## config.mk

```make
export PLATFORM = sky130hd
export DESIGN_NAME = result_accumulator
export DESIGN_NICKNAME = d
export VERILOG_FILES = /design/src/rtl/result_accumulator.sv
export SDC_FILE = /design/constraint.sdc
export NUM_CORES = 1
export LEC_CHECK = 0
export ABC_CLOCK_PERIOD_IN_PS = 5910
export CAP_MARGIN = 20
export CORE_AREA = 2 2 59 61
export CTS_CLUSTER_DIAMETER = 60
export DETAILED_ROUTE_END_ITERATION = 6
export DIE_AREA = 0 0 61 63
export PLACE_DENSITY = 0.79
export SLEW_MARGIN = 10
export SYNTH_ARGS = -nofsm -noshare
export SYNTH_HDL_FRONTEND = slang
export SYNTH_SLANG_ARGS = --single-unit
```

## constraint.sdc

```tcl
create_clock -name clk_i -period 5.91 [get_ports clk_i]
set_input_delay 0.8865 -clock clk_i [delete_from_list [all_inputs] [get_ports clk_i]]
set_output_delay 0.8865 -clock clk_i [all_outputs]
set_load 0.01 [all_outputs]
```

## src/rtl/result_accumulator.sv

```systemverilog
// result_accumulator: sums groups of NUM_ACC adder results and emits one sum per group over valid/ready.
// Optional saturation: define RESULT_ACC_SAT_EN to clamp on overflow and report a sticky per-group out_sat.
module result_accumulator #(
    parameter int DATA_IN_WIDTH = 8,
    parameter int NUM_ACC       = 4,
    parameter int ACC_WIDTH     = 11,
    parameter int CNT_WIDTH     = $clog2(NUM_ACC + 1)
) (
    input  logic                     clk_i,
    input  logic                     arst_n,
    input  logic [DATA_IN_WIDTH:0]   in_data,
    input  logic                     in_valid,
    output logic                     in_ready,
    input  logic                     flush_i,
    output logic [ACC_WIDTH-1:0]     out_sum,
    output logic [CNT_WIDTH-1:0]     out_cnt,
    output logic                     out_sat,
    output logic                     out_valid,
    input  logic                     out_ready
);
    typedef enum logic {ACCUM, HOLD} state_e;
    state_e state_q, state_d;
    logic [ACC_WIDTH-1:0] acc_q, acc_d, sum_q, sum_d, base_acc, add_res, acc_nx;
    logic [CNT_WIDTH-1:0] cnt_q, cnt_d, ocnt_q, ocnt_d, base_cnt, new_cnt;
    logic beat, close;

    // In HOLD the input is only open when the pending sum is leaving this cycle.
    assign in_ready  = (state_q == HOLD) ? out_ready : 1'b1;
    assign out_valid = (state_q == HOLD);
    assign beat      = in_valid && in_ready;
    assign out_sum   = sum_q;
    assign out_cnt   = ocnt_q;

    // A beat accepted in HOLD starts a fresh group, so the running totals restart from zero.
    always_comb begin
        base_acc = (state_q == HOLD) ? '0 : acc_q;
        base_cnt = (state_q == HOLD) ? '0 : cnt_q;
        new_cnt  = base_cnt + CNT_WIDTH'(beat);
        acc_nx   = beat ? add_res : base_acc;
        close    = (beat && new_cnt == CNT_WIDTH'(NUM_ACC)) ||
                   (state_q == ACCUM && flush_i && new_cnt != '0);
    end

`ifdef RESULT_ACC_SAT_EN
    localparam int AW1 = ACC_WIDTH + 1;
    logic [ACC_WIDTH:0] wide;
    logic sat_q, sat_d, osat_q, osat_d, base_sat, sat_nx;

    // Clamp to all-ones when the true sum leaves the accumulator range; the sat flag sticks for the group.
    always_comb begin
        wide     = {1'b0, base_acc} + AW1'(in_data);
        add_res  = wide[ACC_WIDTH] ? '1 : wide[ACC_WIDTH-1:0];
        base_sat = (state_q == HOLD) ? 1'b0 : sat_q;
        sat_nx   = base_sat | (beat & wide[ACC_WIDTH]);
        sat_d    = close ? 1'b0 : sat_nx;
        osat_d   = close ? sat_nx : osat_q;
    end

    // Saturation flag registers.
    always_ff @(posedge clk_i) begin
        if (!arst_n) begin
            sat_q  <= 1'b0;
            osat_q <= 1'b0;
        end else begin
            sat_q  <= sat_d;
            osat_q <= osat_d;
        end
    end

    assign out_sat = osat_q;
`else
    assign add_res = base_acc + ACC_WIDTH'(in_data);
    assign out_sat = 1'b0;
`endif

    // Next state: closing a group loads the output registers and clears the running totals.
    always_comb begin
        state_d = state_q;
        acc_d   = close ? '0 : acc_nx;
        cnt_d   = close ? '0 : new_cnt;
        sum_d   = close ? acc_nx : sum_q;
        ocnt_d  = close ? new_cnt : ocnt_q;
        if (close)
            state_d = HOLD;
        else if (state_q == HOLD && out_ready)
            state_d = ACCUM;
    end

    // State and datapath registers.
    always_ff @(posedge clk_i) begin
        if (!arst_n) begin
            state_q <= ACCUM;
            acc_q   <= '0;
            cnt_q   <= '0;
            sum_q   <= '0;
            ocnt_q  <= '0;
        end else begin
            state_q <= state_d;
            acc_q   <= acc_d;
            cnt_q   <= cnt_d;
            sum_q   <= sum_d;
            ocnt_q  <= ocnt_d;
        end
    end
endmodule

```

Word level (Yosys, flattened, before mapping)

Index checks and enable logic that the tools add are counted.

Bits of input ports: 14
Memories kept: 0
Bits in registers: 29
Bits in writable memories: 0
Bits in read-only memories: 0
Bits in latches: 0

Divide/modulo/power cells: 0
Reduce and logical (&&, ||, !) cells: 9
Magnitude comparators: 0
Eq/ne operators: 1
Mux-type cells: 6
$add $sub $neg: 2
$mul: 0
Shift operators: 0
Bitwise operators: 2

Operators by type and width:

| kind               | count |
|---|---|
| $mux 11            | 2 |
| $add 11x9->11      | 1 |
| $logic_and 1x1->1  | 5 |
| $add 3x1->3        | 1 |
| $eq 3x3->1 const B | 1 |
| $mux 1             | 3 |
| $mux 3             | 1 |
| $reduce_bool 3->1  | 1 |
| $not 1->1          | 2 |
| $reduce_bool 2->1  | 1 |
| $reduce_or 2->1    | 1 |
| $logic_or 1x1->1   | 1 |

Logic depth before layout (Yosys ltp)

Gate-level depths: netlist of the first run.

Depth in word-level cells: 7
Depth in mapped cells: 13
Gate-level depth less buffers: 10

Worst setup path before layout of the first run

No wires, ideal clock.

Path kind: input to register
From: input port out_ready
To: register sum_q[10], in the netlist out_sum[10]
Cell stages on the path: 12
Setup slack: 2.444 ns
Setup time: 0.093 ns
Data required time: 5.817 ns
Arrival time: 3.372 ns
Cell sequence: or2b_1 -> clkbuf_1 -> nand2_1 -> inv_1 -> ha_1 -> ha_1 -> nor2_1 -> a311oi_2 -> a21o_1 -> buf_6 -> or4b_1 -> o311ai_2

Word-level cells in the longest chain between the ends: 6

RTL lines:

| element                                                | RTL line | source |
|---|---|---|
| start, declared                                        | 19       | `input logic out_ready` |
| $mux 1 *                                               | 28       | `assign in_ready = (state_q == HOLD) ? out_ready : 1'b1;` |
| via in_ready                                           | 13       | `output logic in_ready,` |
| $logic_and 1x1->1 *                                    | 30       | `assign beat = in_valid && in_ready;` |
| $add 3x1->3 *                                          | 38       | `new_cnt = base_cnt + CNT_WIDTH'(beat);` |
| via new_cnt[1]                                         | 24       | `logic [CNT_WIDTH-1:0] cnt_q, cnt_d, ocnt_q, ocnt_d, base_cnt, new_cnt;` |
| $eq 3x3->1 / $reduce_bool 3->1 (equally long branches) | 40, 41   |  |
| $logic_and 1x1->1 (on tied branches)                   | 40, 41   |  |
| $logic_or 1x1->1 *                                     | 40       | `close = (beat && new_cnt == CNT_WIDTH'(NUM_ACC)) \|\|` |
| end signal, assigned                                   | 101      | `sum_q <= sum_d;` |
| end, declared                                          | 23       | `logic [ACC_WIDTH-1:0] acc_q, acc_d, sum_q, sum_d, base_acc, add_res, acc_nx;` |

The timed path passes the listed nets; every way through them passes the cells marked *.
A chain may end at the register's enable or synchronous reset.

Final worst setup path of the first run

From: input port out_ready
To: register sum_q[10], in the netlist out_sum[10]

Word-level cells in the longest chain between the ends: 6

RTL lines:

| element                                                | RTL line |
|---|---|
| $mux 1 *                                               | 28 |
| $logic_and 1x1->1 *                                    | 30 |
| $add 3x1->3 *                                          | 38 |
| via new_cnt[1]                                         | 24 |
| $eq 3x3->1 / $reduce_bool 3->1 (equally long branches) | 40, 41 |
| $logic_and 1x1->1 (on tied branches)                   | 40, 41 |
| $logic_or 1x1->1 *                                     | 40 |

Marks and branches as above.

==> results of run 1 <==
-- final cells by class --
type	count	area (sq um)	share of cell area (%)
flip-flops and latches	29	580.6	28.16
clock buffers	6	41.29	2.002
inverters	6	22.52	1.092
clock inverters	2	10.01	0.4854
multi-input cells	152	1060	51.40
well taps	46	57.56	2.791
repair buffers	29	290.3	14.08
-- cell usage after synthesis, drive strengths merged (2+ instances only) --
cell type / count
a32oi: 2
a311oi: 2
o21a: 2
nand4: 2
nand3: 6
o311ai: 2
dfxtp: 29
o21ai: 11
o211a: 3
and3: 5
a211oi: 3
nor2: 15
clkbuf: 10
nor2b: 14
xnor2: 5
a21o: 8
and2b: 5
buf: 3
or3: 2
ha: 11
inv: 6
a21oi: 15
a22oi: 5
nand2: 11
-- flip-flops by register name, indices dropped and copies added, names as in the netlist --
register	cells
acc_q	11
out_cnt	3
cnt_q	3
out_sum	11
out_valid	1
-- report_power, final --
group	switching, mW	internal, mW
clock	0.0674	0.0452
sequential	0.0127	0.216
combinational	0.0991	0.0824
total	0.179	0.344
-- layer usage --
layer | track usage, % | part of all wire, % | wire, um | vias to the layer above
met1 | 30.35 | 44 | 1805 | 739
met3 | 7.453 | 5.3 | 218 | 12
li1 | - | - | - | 773
met2 | 37.23 | 48 | 1971 | 54
met5 | 0 | 0 | 0 | -
met4 | 9.511 | 2.3 | 95 | 0
-- cell families (layout without fill, tap and decap cells) --
family / Yosys count / in the layout
XOR/XNOR: 5 / 5
other: 1 / 1
AND/OR/NAND/NOR: 71 / 71
adder cells (fa/ha/maj): 12 / 12
AO/OA/AOI/OAI: 62 / 62
buffers and inverters: 19 / 43
flip-flops: 29 / 29
multiplexers: 1 / 1
-- how the worst max path moves through the flow --
stage                                    end  depth (start not counted)  slack (ps)  startpoint
floorplan           out_sum[10]$_SDFFE_PN0P_                         12        2440   out_ready
global placement    out_sum[10]$_SDFFE_PN0P_                         11        1980   out_ready
detailed placement  out_sum[10]$_SDFFE_PN0P_                         11        1790   out_ready
CTS                     acc_q[10]$_SDFF_PP0_                         11        2160   out_ready
global route            acc_q[10]$_SDFF_PP0_                         11        1920   out_ready
finish              out_sum[10]$_SDFFE_PN0P_                         11        2140   out_ready
-- critical path, stage by stage --
cell and delay, ps:
clkdlybuf4s50_1 430, or2b_1 340, nand2_1 170, inv_1 130
ha_1 220, ha_1 340, nor2_1 240, a311oi_2 200
a21o_1 300, or4b_1 530, o311ai_2 230
-- through the flow --
step	hold WS [ps]	worst slack (ps)	instances	cell area, sq um	power, mW
detailed placement	473.9	1793	262	2011	0.4113
CTS	488.5	2160	270	2062	0.5246
global route	501.4	1924	270	2062	0.5563
finish	485.4	2138	270	2062	0.5227
global placement	460.7	1975	262	2011	0.4026
floorplan	466.9	2444	200	1727	0.3509
==> impl_metrics.tcl, run 1 <==
set metrics [dict create \
    max_freq_mhz 265.1 \
    setup_viol 0 \
    ctsResizeCount 0 \
    hold_depth 2 \
    via_per_inst 5.844 \
    startpoint_type "primary input" \
    outcome "finished, final reports clean" \
    path_max_fanout 10 \
    async_flop_share_pct 0 \
    ys_seq_elements 29 \
    drc 0 \
    hpwl_mm 3.100 \
    cap_violations 0 \
    clk_pin_slew_worst_paths_ps 100 \
    max_slew_margin_pct 49.31 \
    cts_sinks 29 \
    most-common-layout-cells "dfxtp_1 (29), clkdlybuf4s50_1 (29), nor2_1 (15), nor2b_1 (14), a21oi_1 (14)" \
    num_vias 1578 \
    finalSetupTns_ps 0 \
    syn2layout_area_growth_pct 19.42 \
    io_buffers 29 \
    ios 31 \
    fin_crit_sh_pct 63.82 \
    die_y_um 63 \
    synth_flop_cell "dfxtp_1" \
    grt.total_usage_pct 23.99 \
    drt-total-wl_mm 4.091 \
    synth_xor_area_share_pct 2.971 \
    tightest_slew_ps 760.3 \
    dieArea_sq_mm 0.003843 \
    r2r_setup_slack_ps 2340 \
    htree_levels 2 \
    powerDensity_mw_per_mm2 253.5 \
    post_drt_wl_per_cell_um 15.15 \
    synth-seq-area-share_pct 33.62 \
    grt_pass1_vias 1526 \
    yosysUniqueCellTypes 53 \
    hold_violations 0 \
    rr_worst_depth 10 \
    rr_startpoint "out_valid$_SDFFE_PN0P_" \
    fin_worst_skew_ps 16.86 \
    finalNetCount 249 \
    drive_above_1_share_pct 6.696 \
    ys_top_cells_by_area "dfxtp_1 (34%), ha_1 (8.0%), nor2b_1 (5.1%), a21oi_1 (4.1%), a21o_1 (3.5%)" \
    drt_iter0_markers 153 \
    cts_buffers 5 \
    crit_type "in -> reg" \
    grt-ovfl-total 0 \
    synthMuxAreaShare_pct 0.5797 \
    worstReg2RegEnd "out_sum[10]$_SDFFE_PN0P_" \
    critPathArrivalTime_ps 4030 \
    postCtsHoldBufs 0 \
    grt_max_degree 24 \
    cts_root_buf "clkbuf_4" \
    utilization_pct 63.80 \
    ant_nets 0 \
    nFillCells 286 \
    gp_congestion 0.8594 \
    synth_area_sq_mm 0.001727 \
    hp-start "out_sum[8]$_SDFFE_PN0P_" \
    peakVddDrop_mv 0.1732 \
    core-area_sq_mm 0.003232 \
    clkLatencyLatePin_ps 340 \
    synth-simple-area-share_pct 23.04 \
    antenna_found_initial 0 \
    synth_warnings 0 \
    cts_tree "built" \
    post-cts-setup-buffers 0 \
    end_kind "flip-flop" \
    synth_top_family_by_area "compound AO/OA/AOI/OAI gates" \
    grt_setup_unrepaired "no" \
    min_period_ps 3772 \
    synth_fp_nets 226 \
    synth_edf_count 0 \
    cp.required_ps 6160 \
    hold_path_class "reg -> reg" \
    num_rows 21 \
    synth.largest_area_cell "dfxtp_1" \
    drtPass1Iterations 6 \
    clock_path_buffers 2 \
    finalMaxSlewViolations 0 \
    synthAdderAreaFrac_pct 9.130 \
    n_antenna_cell 0 \
    initial_core_util_pct 53.43 \
    yosysTopAreaCellShare_pct 33.62 \
    die_w_um 61 \
    p_leak_nw 0.8908 \
    grt_pass1_wl_mm 7.024 \
    worstHoldEndpoint "out_sum[8]$_SDFFE_PN0P_" \
    synth_compound_area_share_pct 25.43 \
    syn_inst 200 \
    syn_area_per_cell_sq_um 8.633 \
]
(Power assumes the default switching activity.)
==> run 2: changes to the inputs <==
--- a/config.mk
+++ b/config.mk
@@ -5,13 +5,13 @@
 export SDC_FILE = /design/constraint.sdc
 export NUM_CORES = 1
 export LEC_CHECK = 0
-export ABC_CLOCK_PERIOD_IN_PS = 5910
+export ABC_CLOCK_PERIOD_IN_PS = 3500
 export CAP_MARGIN = 20
-export CORE_AREA = 2 2 59 61
+export CORE_AREA = 2 2 61 63
 export CTS_CLUSTER_DIAMETER = 60
 export DETAILED_ROUTE_END_ITERATION = 6
-export DIE_AREA = 0 0 61 63
-export PLACE_DENSITY = 0.79
+export DIE_AREA = 0 0 63 65
+export PLACE_DENSITY = 0.74
 export SLEW_MARGIN = 10
 export SYNTH_ARGS = -nofsm -noshare
 export SYNTH_HDL_FRONTEND = slang
==> constraint.sdc (replaced) <==
create_clock -name clk_i -period 3.5 [get_ports clk_i]
set_input_delay 0.525 -clock clk_i [delete_from_list [all_inputs] [get_ports clk_i]]
set_output_delay 0.525 -clock clk_i [all_outputs]
set_load 0.01 [all_outputs]
==> impl_metrics.tcl, run 2 (same netlist as run 1, synthesis figures left out) <==
set metrics [dict create \
    outcome "finished, final reports clean" \
    ant_nets 0 \
    htree_levels 2 \
    clkLatencyLatePin_ps 330 \
    critPathArrivalTime_ps 3340 \
    cts_sinks 29 \
    n_antenna_cell 0 \
    cts_tree "built" \
    drt-total-wl_mm 3.906 \
    end_kind "flip-flop" \
    grt.total_usage_pct 21.21 \
    share_comb_of_total_power_pct 35.7 \
    io_buffers 29 \
    peakVddDrop_mv 0.2972 \
    ctsResizeCount 0 \
    p_int_mw 0.5914 \
    most-common-layout-cells "dfxtp_1 (29), clkdlybuf4s50_1 (29), nor2_1 (15), nor2b_1 (14), a21oi_1 (14)" \
    path_max_fanout 5 \
    gp_congestion 0.8728 \
    hold_path_class "reg -> reg" \
    ios 31 \
    tightest_slew_ps 662.1 \
    clockPowerShare_pct 21.8 \
    drive_above_1_share_pct 9.130 \
    utilization_pct 60.34 \
    crit_type "in -> reg" \
    postCtsHoldBufs 0 \
    top_layer "met4" \
    startpoint_type "primary input" \
    grt_pass1_vias 1440 \
    die_w_um 63 \
    p_seq_share_pct 42.5 \
    via_per_inst 5.403 \
    placed_area_sq_mm 0.002058 \
    max_freq_mhz 324.3 \
    grt-ovfl-total 0 \
    max_slew_margin_pct 55.72 \
    num_vias 1502 \
    num_rows 22 \
    cts_root_buf "clkbuf_4" \
    fin_worst_skew_ps 6.738 \
    hold_violations 0 \
    power_switching_mw 0.3054 \
    fin_crit_sh_pct 88.11 \
    die_y_um 65 \
    post-cts-setup-buffers 0 \
    clock_path_buffers 2 \
    grt_pass1_wl_mm 6.782 \
    nFillCells 327 \
    grt_setup_unrepaired "no" \
    post_drt_wl_per_cell_um 14.05 \
    drc 0 \
    powerDensity_mw_per_mm2 425.1 \
    design_area_sq_mm 0.002110 \
    wl_met2_mm 1.735 \
    setup_viol 0 \
    finalMaxSlewViolations 0 \
    min_period_ps 3084 \
    finalNetCount 255 \
    finalSetupTns_ps 0 \
    dieArea_sq_mm 0.004095 \
    cap_violations 0 \
    grt_max_degree 24 \
    hpwl_mm 2.948 \
    wl_met3_um 124 \
    clk_pin_slew_worst_paths_ps 100 \
    antenna_found_initial 0 \
    p_leak_nw 0.9197 \
    drt_iter0_markers 75 \
    wl_met1_mm 2.008 \
    cts_buffers 5 \
    core-area_sq_mm 0.003496 \
    initial_core_util_pct 49.39 \
    r2r_setup_slack_ps 490 \
    syn2layout_area_growth_pct 22.17 \
    cp.required_ps 3750 \
    switching_share_pct 34.06 \
    drtPass1Iterations 4 \
]
[run 2: metrics by stage]
step	total power [mW]	hold slack (ps)	setup slack, ps	cells
floorplan	0.5925	466.9	396.0	200
global placement	0.7005	482.9	208.4	270
detailed placement	0.7051	474.9	80.57	270
CTS	0.9009	495.6	422.9	278
global route	0.9517	531.2	206.1	278
finish	0.8968	487.5	416.3	278
[run 2: worst max-delay path, cell delays in order]
cell	delay [ps]
clkdlybuf4s50_1	450
or2b_1	250
nand2_1	130
inv_1	130
ha_1	220
ha_1	330
nor2_1	260
a311oi_2	160
a21o_1	190
or4b_1	480
o311ai_2	210
[run 2: final timing paths]
path                                         startpoint                       end  cells after the start
worst max-delay path                          out_ready  out_sum[10]$_SDFFE_PN0P_                     11
worst min-delay path            out_sum[8]$_SDFFE_PN0P_   out_sum[8]$_SDFFE_PN0P_                      2
worst max register to register   out_valid$_SDFFE_PN0P_  out_sum[10]$_SDFFE_PN0P_                     10
worst min register to register  out_sum[8]$_SDFFE_PN0P_   out_sum[8]$_SDFFE_PN0P_                      2
[run 2: area by class of cell]
cell class                 instances  area (sq um)  share of cell area (%)
clock buffer                       6         41.29                   1.957
clock inverter                     2         10.01                  0.4745
inverter                           6         22.52                   1.068
multi-input combinational        152          1060                   50.24
sequential                        29         580.6                   27.52
tap                               48         60.06                   2.847
timing repair buffer              35         335.3                   15.90
[run 2: power groups by stage]
stage	Clock (mW)	Combinational, mW	Sequential (mW)
after global routing	0.211	0.355	0.385
after CTS	0.200	0.319	0.382
final	0.195	0.320	0.381
after global placement	0	0.312	0.389
after detailed placement	0	0.316	0.389
after floorplan	0	0.196	0.396
[run 2: layer usage]
layer | global-route usage [%] | up-vias
li1 | - | 777
met1 | 29.23 | 693
met2 | 32.71 | 28
met3 | 4.340 | 4
met4 | 7.778 | 0
met5 | 0 | -
